===== config.mk =====
export PLATFORM = sky130hd
export DESIGN_NAME = apb_rr_master_arbiter
export DESIGN_NICKNAME = d
export VERILOG_FILES = /design/src/rtl/apb_rr_master_arbiter.sv
export SDC_FILE = /design/constraint.sdc
export NUM_CORES = 1
export LEC_CHECK = 0
export ABC_AREA = 1
export BUFFER_PORTS_ARGS = -buffer_cell sky130_fd_sc_hd__clkbuf_2
export CAP_MARGIN = 20
export CORE_MARGIN = 1
export CORE_UTILIZATION = 45
export DETAILED_ROUTE_END_ITERATION = 8
export MAX_ROUTING_LAYER = met4
export PLACE_DENSITY = 0.89
export SLEW_MARGIN = 10
export SYNTH_ARGS = -nofsm -noshare
export SYNTH_HDL_FRONTEND = slang
export SYNTH_SLANG_ARGS = --single-unit

===== constraint.sdc =====
create_clock -name PCLK -period 3.5 [get_ports PCLK]
set_clock_uncertainty 0.05 [all_clocks]
set_input_delay 0 -clock PCLK [delete_from_list [all_inputs] [get_ports PCLK]]
set_output_delay 0 -clock PCLK [all_outputs]
set_load 0.02 [all_outputs]

===== src/rtl/apb_rr_master_arbiter.sv =====
// Round-robin APB master: shares one APB bus between NUM_REQ requesters, runs
// SETUP/ACCESS with an optional ACCESS timeout and returns a tagged response.
module apb_rr_master_arbiter #(
    parameter int NUM_REQ = 2,
    parameter int ADDR_W  = 32,
    parameter int DATA_W  = 32,
    parameter int TIMEOUT = 16
) (
    input  logic                       PCLK,
    input  logic                       PRESET_N,
    input  logic [NUM_REQ-1:0]         req_valid,
    input  logic [NUM_REQ-1:0]         req_write,
    input  logic [NUM_REQ*ADDR_W-1:0]  req_addr,
    input  logic [NUM_REQ*DATA_W-1:0]  req_wdata,
    output logic [NUM_REQ-1:0]         req_ready,
    output logic                       rsp_valid,
    output logic [$clog2(NUM_REQ)-1:0] rsp_id,
    output logic [DATA_W-1:0]          rsp_rdata,
    output logic                       rsp_err,
    output logic                       rsp_timeout,
    output logic                       PSEL_M_INF,
    output logic                       PENABLE_M_INF,
    output logic                       PWRITE_M_INF,
    output logic [ADDR_W-1:0]          PADDR_M_INF,
    output logic [DATA_W-1:0]          PWDATA_M_INF,
    input  logic                       PREADY_S_INF,
    input  logic [DATA_W-1:0]          PRDATA,
    input  logic                       PSLVERR_S_INF
);

    localparam int ID_W  = $clog2(NUM_REQ);
    localparam int CNT_W = (TIMEOUT > 2) ? $clog2(TIMEOUT) : 1;
    localparam logic [CNT_W-1:0] CNT_LAST = CNT_W'((TIMEOUT > 0) ? TIMEOUT - 1 : 0);
    localparam logic [CNT_W-1:0] CNT_MAX  = '1;

    typedef enum logic [1:0] {
        ST_IDLE   = 2'd0,
        ST_SETUP  = 2'd1,
        ST_ACCESS = 2'd2
    } state_t;

    state_t            state;
    state_t            state_nxt;
    logic [ID_W-1:0]   last_grant;
    logic [CNT_W-1:0]  wait_cnt;

    logic [ID_W-1:0]   grant_id_p0;
    logic              write_p0;
    logic [ADDR_W-1:0] addr_p0;
    logic [DATA_W-1:0] wdata_p0;

    logic              win_found;
    logic [ID_W-1:0]   win_id;
    logic              sel_write;
    logic [ADDR_W-1:0] sel_addr;
    logic [DATA_W-1:0] sel_wdata;

    logic              timeout_hit;
    logic              xfer_done;
    logic              arb_slot;
    logic              accept;

    function automatic logic [CNT_W-1:0] sat_inc(input logic [CNT_W-1:0] v);
        return (v == CNT_MAX) ? v : v + CNT_W'(1);
    endfunction

    // Rotating priority search starting just after the last granted requester.
    always_comb begin
        logic [ID_W-1:0] cand;
        cand      = '0;
        win_found = 1'b0;
        win_id    = '0;
        for (int k = 1; k <= NUM_REQ; k++) begin
            cand = ID_W'((int'(last_grant) + k) % NUM_REQ);
            if (!win_found && req_valid[cand]) begin
                win_found = 1'b1;
                win_id    = cand;
            end
        end
    end

    always_comb begin
        sel_write = 1'b0;
        sel_addr  = '0;
        sel_wdata = '0;
        for (int i = 0; i < NUM_REQ; i++) begin
            if (win_id == ID_W'(i)) begin
                sel_write = req_write[i];
                sel_addr  = req_addr[i*ADDR_W +: ADDR_W];
                sel_wdata = req_wdata[i*DATA_W +: DATA_W];
            end
        end
    end

    // PREADY takes precedence: a timeout only fires while the slave is still stalling.
    assign timeout_hit = (TIMEOUT != 0) && (state == ST_ACCESS) && !PREADY_S_INF
                         && (wait_cnt == CNT_LAST);
    assign xfer_done   = (state == ST_ACCESS) && (PREADY_S_INF || timeout_hit);
    assign arb_slot    = PRESET_N && ((state == ST_IDLE) || xfer_done);
    assign accept      = arb_slot && win_found;

    always_comb begin
        req_ready = '0;
        for (int i = 0; i < NUM_REQ; i++) begin
            req_ready[i] = accept && (win_id == ID_W'(i));
        end
    end

    always_comb begin
        state_nxt = state;
        unique case (state)
            ST_IDLE:   if (accept) state_nxt = ST_SETUP;
            ST_SETUP:  state_nxt = ST_ACCESS;
            ST_ACCESS: if (xfer_done) state_nxt = accept ? ST_SETUP : ST_IDLE;
            default:   state_nxt = ST_IDLE;
        endcase
    end

    always_ff @(posedge PCLK) begin
        if (!PRESET_N) begin
            state      <= ST_IDLE;
            last_grant <= ID_W'(NUM_REQ - 1);
            wait_cnt   <= '0;
        end else begin
            state <= state_nxt;
            if (accept) last_grant <= win_id;
            if (state == ST_SETUP) begin
                wait_cnt <= '0;
            end else if ((state == ST_ACCESS) && !PREADY_S_INF) begin
                wait_cnt <= sat_inc(wait_cnt);
            end
        end
    end

    // Stage p0: requester fields latched in the accept cycle, owned by the bus afterwards.
    always_ff @(posedge PCLK) begin
        if (accept) begin
            grant_id_p0 <= win_id;
            write_p0    <= sel_write;
            addr_p0     <= sel_addr;
            wdata_p0    <= sel_wdata;
        end
    end

    // Response stage: loads in the completion cycle, fields hold until the next response.
    always_ff @(posedge PCLK) begin
        if (!PRESET_N) begin
            rsp_valid   <= 1'b0;
            rsp_id      <= '0;
            rsp_rdata   <= '0;
            rsp_err     <= 1'b0;
            rsp_timeout <= 1'b0;
        end else begin
            rsp_valid <= xfer_done;
            if (xfer_done) begin
                rsp_id      <= grant_id_p0;
                rsp_rdata   <= (!write_p0 && !timeout_hit) ? PRDATA : '0;
                rsp_err     <= PSLVERR_S_INF | timeout_hit;
                rsp_timeout <= timeout_hit;
            end
        end
    end

    assign PSEL_M_INF    = (state != ST_IDLE);
    assign PENABLE_M_INF = (state == ST_ACCESS);
    assign PWRITE_M_INF  = PSEL_M_INF && write_p0;
    assign PADDR_M_INF   = PSEL_M_INF ? addr_p0 : '0;
    assign PWDATA_M_INF  = (PSEL_M_INF && write_p0) ? wdata_p0 : '0;

endmodule


==> results by group, run 1 <==
Synth
  – Mux share of post-synthesis cell area: 0%
  – Cells after Synth: 628
  – Distinct cells, synth: 24
  – Xor/xnor cell area share of the yosys netlist: 0%
  – Cell Area, Synth: ~0.0051 sq mm
  – Number of synthesis warnings: 0
  – Synthesized area per cell: between 8 and 9 sq um
  – Largest family of logic cells by synthesized area: simple AND/OR/NAND/NOR gates
  – Syn_nets: roughly 800
  – Seq/Total Area, Yosys: 55.8%
  – Compound-cell area share of the yosys netlist: slightly above 4%
  – Adder-cell share of the synthesized area: 0.246%
  – Simple logic cell fraction of the synthesized area: about 29%
  – #FFs+latches synth: 109

Clocking
  – Num CTS Buffers: 9
  – Root buffer cell: clkbuf_16
  – H-Tree Depth: 3
  – CTS max path bufs: 2
  – CTS tree: done
  – Clock slew seen by the registers of the worst setup and hold paths: 0.07 ns
  – PostCTS Resize Cnt: 0
  – Worst-Skew Late Latency: between 0.3 and 0.4 ns
  – CTS Sinks: between 100 and 150

STA
  – Worst Tran Pin Value: between 0.7 and 0.8 ns
  – Final setup viols: 0
  – Crit share post-route: between 60% and 70%
  – Pins Over Slew Limit: 0
  – Hold violation count in the final report: 0
  – RSZ-0062 raised after global routing: false
  – Tmin final: 2.20 ns
  – Hold Worst Slack: ~0.048 ns
  – Total negative setup slack: 0 ns
  – Slew headroom: between 50% and 60%
  – Max Clk Rate: 455 MHz
  – Worst Slack Setup Final: roughly 1.3 ns

Critical path
  – Crit path max fanout: between 60 and 70
  – R2r startpoint: last_grant
  – CP required: 3.65 ns
  – Crit path max-delay cell type: buf_4
  – Critical path startpoint category: register
  – Crit. End Element: register
  – CP most frequent cell: nand2_1
  – Buf+Inv Stages, Crit Path: 2
  – CP top delay family: buffers and inverters
  – Cell Chain, Critical Path: nand2_1, and2_2, buf_4, nand2_1, nand2_1, dlygate4sd3_1
  – CP max stage delay: about 0.56 ns
  – Critical Path Start: last_grant
  – Arr. time, crit path: approximately 2.4 ns
  – Crit Path Category: reg2reg

Floorplanning
  – Die width: 108 um
  – Initial Util: a little under half
  – Io pins: about 270
  – Die area: between 0.01 and 0.015 sq mm
  – Die H: around 110 um
  – Core Rows: 38
  – Core footprint: approximately 0.011 sq mm

Power
  – Worst VDD drop: ~0.25 mV
  – P_leak: approximately 4.3 nW
  – Cell Pwr Density: a little under 400 mW/mm^2

Final layout
  – Post-Layout Cell Count: 1193
  – Multi-input gate area: ~0.0017 sq mm
  – Fill cells: 660
  – Commonest non-fill, non-tap cell in the layout: clkbuf_2
  – Layout area overhead: 65.1%
  – Layout net count: roughly 1200
  – Most frequent cells in the layout: clkbuf_2 (272), nand2_1 (241), dlygate4sd3_1 (165)
  – Share of cells above drive strength 1: roughly 29%
  – Layout Utilization: between 70% and 80%
  – Ant diodes: 0
  – Reg area: ~0.0028 sq mm

Route
  – DR DRC count: 0
  – Final ANT Viol Nets: 0
  – Post-Route WL: approximately 19000 um
  – Detailed-route via count: just under 6000
  – Wire length per cell: between 15 and 20 um
  – Via density: ~5.0
  – 1st-pass router iterations: 5
  – Iteration-0 DRC Markers: slightly above 500

GRT
  – Vias in the first global route: 6205
  – First-pass GRT wire length: roughly 28000 um
  – Global Route Usage Sum: 32.9%
  – Total grt overflow: 0
  – Antenna violations before repair: 0
  – Largest net degree at the start of global routing: 69

Placement
  – Post-Place Setup Slack: between 1 and 1.5 ns
  – Post-detail-place hpwl: between 9000 and 10000 um
  – DP Cell Count: approximately 1000
  – Gpl congestion: around 0.86
  – Port Buf Inserts: ~270

Flow run
  – Max Cap Violations: 0

Hold path
  – Hold Path Origin: req_valid[0]
  – Hold Crit Class: in2reg

Outcome
  – Status: completed
area by class of cell:
type | instances | share of cell area, %
Sequential cell | 109 | 33.8
Clock buffer | 11 | 2.89
Multi-Input combinational cell | 403 | 20.3
Clock inverter | 5 | 0.684
Tap cell | 140 | 2.08
Inverter | 83 | 3.72
Timing Repair Buffer | 442 | 36.6
synthesized netlist by cell type:
library cell | instances | area [sq um]
nor2_2 | 2 | 12.5
clkbuf_1 | 5 | 18.8
nor2_1 | 72 | 270
nand2_4 | 2 | 22.5
nand3_2 | 2 | 20.0
nor2_8 | 1 | 20.0
buf_2 | 15 | 75.1
o211ai_1 | 1 | 7.51
nand2_1 | 241 | 905
buf_6 | 13 | 146
o21ai_0 | 2 | 10.0
edfxtp_1 | 66 | 1980
a21oi_1 | 38 | 190
and2_1 | 1 | 6.26
inv_1 | 76 | 285
nand3_4 | 1 | 17.5
inv_2 | 6 | 22.5
nand3_1 | 35 | 175
clkinv_2 | 1 | 5.00
ha_1 | 1 | 12.5
nand4_1 | 2 | 12.5
nor3_1 | 1 | 5.00
dfxtp_1 | 43 | 861
nor2_4 | 1 | 11.3
registers in the layout, summed over array words and instances (netlist names):
signal	count
addr_p0	32
rsp_rdata	32
wdata_p0	32
wait_cnt	4
state	2
grant_id_p0	1
last_grant	1
rsp_err	1
rsp_id	1
rsp_timeout	1
rsp_valid	1
write_p0	1
worst paths after layout:
check / depth (start not counted) / slack, ns / endpoint
min: 5 / 0.05 / state[0]
max reg2reg: 6 / 1.30 / addr_p0[3]
max: 6 / 1.30 / addr_p0[3]
min reg2reg: 2 / 0.42 / rsp_rdata[25]
power breakdown:
group	switching, W	internal (W)	leakage [nW]
sequential	0.0000264	0.00145	0.973
clock	0.000449	0.000577	0.146
combinational	0.000407	0.000340	3.22
cells by family (layout without fill, tap and decap cells):
kind of cell | count (synthesis) | count (layout)
buf+inv | 116 | 541
simple gates | 361 | 361
compound gates | 41 | 41
fa+ha+maj | 1 | 1
flops | 109 | 109
worst min-delay path, stage by stage:
cell,delay [ns]
clkbuf_2,0.09
nor2_1,0.09
nor2_1,0.07
nand3_2,0.10
inv_1,0.04
per-layer routing:
metal | global-route usage (%) | part of all wire [%]
met3 | 7.23 | 6.4
met5 | - | 0
met1 | 31.3 | 34
met4 | 24.1 | 6.3
met2 | 58.4 | 53
repair_timing:
action	4_1_cts	5_1_grt
hold buffers	165	0
setup buffers	0	0
endpoints found under the hold margin	103	0
metrics by stage:
step	power, W	area [sq um]
floorplan	0.00181	5090
CTS	0.00322	8390
finish	0.00325	8410
detailed placement	0.00202	6440
global placement	0.00200	6440
global route	0.00338	8410
(Power assumes the default switching activity.)
==> inputs of run 2 (changes only) <==
- ABC_AREA: 1 -> 0
- CORE_UTILIZATION: 45 -> 44
- clock period: 3.5 -> 2.1 ns (I/O delays scaled with it)
==> run 2 against run 1 <==
The run now fails in clock tree synthesis (4_1_cts). Synthesized cell count fell by 45%. Area after synthesis shrank 7.7%.
==> results by group, run 2 <==
Floorplanning
  – Die H: 105 um (-2.8%)
  – Io pins: 273 (unchanged)
  – Core Rows: 37 (-2.6%)
  – Die width: 105 um (-2.8%)
  – Initial Util: 45.6% (-1.0 points)

Outcome
  – Status: stopped before the end
  – Failing step: clock tree synthesis (4_1_cts)
  – Run Error: [ERROR RSZ-0060] Max buffer count reached.

Clocking
  – Num CTS Buffers: 9 (unchanged)
  – CTS Sinks: 109 (unchanged)
  – Root buffer cell: clkbuf_8
  – PostCTS Resize Cnt: 0 (unchanged)
  – H-Tree Depth: 3 (unchanged)
  – Hold Buf Count CTS: 152 (-7.9%)
  – # Post-CTS Setup Buffers: 0 (unchanged)
  – CTS max path bufs: 2 (unchanged)

Synth
  – Number of flops mapped to enable cells by yosys: 66 (unchanged)
  – Number of synthesis warnings: 0 (unchanged)
  – Syn_nets: 514 (-36%)
  – Synth area leaders: edfxtp_1 (42%), dfxtp_1 (18%), mux2_2 (16%), a22o_1 (6.0%), and2_1 (4.7%)
  – Area leader, netlist: edfxtp_1
  – Top-count cell post-synth: edfxtp_1
  – Distinct cells, synth: 36 (+50%)
  – Cells after Synth: 345 (-45%)
  – Most used DFF post-synth: edfxtp_1
  – Cell Area, Synth: 0.00470 sq mm (-7.7%)
  – Synth cell count leaders: edfxtp_1 (66), mux2_2 (65), dfxtp_1 (43)
  – Async set-reset flop share out of synthesis: 0% (unchanged)
  – Synthesized area per cell: 13.6 sq um (+68%)
  – #FFs+latches synth: 109 (unchanged)
  – Seq/Total Area, Yosys: 60.4% (+4.6 points)
  – Post-synth top area share: 42.1% (+3.2 points)

Placement
  – Post-detail-place hpwl: 8510 um (-14%)
  – Port Buf Inserts: 272 (unchanged)
  – Gpl congestion: 0.791 (-7.8%)
[run 2: through the flow]
stage                     worst slack (ns)  utilization, %  instance area [sq um]  hold WS (ns)  cells
after detailed placement             0.389            60.5                   6250         0.168    737
after global placement               0.442            60.5                   6250         0.165    737
after floorplan                     -0.918               -                   4750        0.0638    345
[run 2: cell families after synthesis]
kind of cell             synth area share (%)
AO/OA/AOI/OAI                            8.78
buffers and inverters                    2.66
multiplexers                             15.8
adder cells (fa/ha/maj)                 0.266
flip-flops                               60.4
AND/OR/NAND/NOR                          12.1
==> inputs of run 3 (changes only) <==
- CORE_UTILIZATION: 44 -> 40
- MAX_ROUTING_LAYER: met4 -> default
- PLACE_DENSITY: 0.89 -> default
- PLACE_DENSITY_LB_ADDON: default -> 0.15
==> run 3 against run 2 <==
Area after synthesis unchanged. The run again fails in clock tree synthesis (4_1_cts). Synthesized cell count unchanged.
==> results by group, run 3 <==
Synth
  – Distinct cells, synth: 36 (unchanged)
  – Async set-reset flop share out of synthesis: 0% (unchanged)
  – Compound-cell area share of the yosys netlist: 8.78% (unchanged)
  – Number of synthesis warnings: 0 (unchanged)
  – Synth cell count leaders: edfxtp_1 (66), mux2_2 (65), dfxtp_1 (43)
  – Post-synth top area share: 42.1% (unchanged)
  – Seq/Total Area, Yosys: 60.4% (unchanged)
  – Top-count cell post-synth: edfxtp_1
  – Cell Area, Synth: 0.00470 sq mm (unchanged)
  – Syn_nets: 514 (unchanged)
  – Simple logic cell fraction of the synthesized area: 12.1% (unchanged)
  – Adder-cell share of the synthesized area: 0.266% (unchanged)
  – Cells after Synth: 345 (unchanged)
  – Largest family of logic cells by synthesized area: multiplexers
  – Number of flops mapped to enable cells by yosys: 66 (unchanged)
  – Mux share of post-synthesis cell area: 15.8% (unchanged)
  – Area leader, netlist: edfxtp_1
  – Xor/xnor cell area share of the yosys netlist: 0% (unchanged)
  – Most used DFF post-synth: edfxtp_1
  – Synthesized area per cell: 13.6 sq um (unchanged)
  – Synth area leaders: edfxtp_1 (42%), dfxtp_1 (18%), mux2_2 (16%), a22o_1 (6.0%), and2_1 (4.7%)
  – #FFs+latches synth: 109 (unchanged)

Outcome
  – Failing step: clock tree synthesis (4_1_cts)
  – Run Error: [ERROR RSZ-0060] Max buffer count reached.
  – Status: stopped before the end

Placement
  – Port Buf Inserts: 272 (unchanged)
  – Post-detail-place hpwl: 8720 um (+2.5%)
  – Gpl congestion: 0.788 (-0.38%)

Floorplanning
  – Io pins: 273 (unchanged)
  – Die H: 110 um (+4.8%)
  – Die width: 110 um (+4.8%)
  – Initial Util: 41.2% (-4.4 points)
  – Core Rows: 39 (+5.4%)

Clocking
  – PostCTS Resize Cnt: 0 (unchanged)
  – Root buffer cell: clkbuf_16
  – Num CTS Buffers: 9 (unchanged)
  – CTS max path bufs: 2 (unchanged)
  – H-Tree Depth: 3 (unchanged)
  – CTS Sinks: 109 (unchanged)
  – # Post-CTS Setup Buffers: 0 (unchanged)
  – Hold Buf Count CTS: 153 (+0.66%)
==> run 3: cell counts after synthesis <==
Identical to the previous run, type by type.
==> run 3: logic make-up after synthesis <==
group | Yosys count
flip-flops | 109
buffers and inverters | 27
AO/OA/AOI/OAI | 51
multiplexers | 66
AND/OR/NAND/NOR | 91
adder cells (fa/ha/maj) | 1
==> run 3: per-stage QoR <==
stage / instance area, sq um / setup TNS (ns) / util, % / setup slack [ns] / instances
global placement: 6280 / 0 / 55.0 / 0.413 / 744
detailed placement: 6280 / 0 / 55.0 / 0.368 / 744
floorplan: 4750 / -56.58 / - / -0.918 / 345
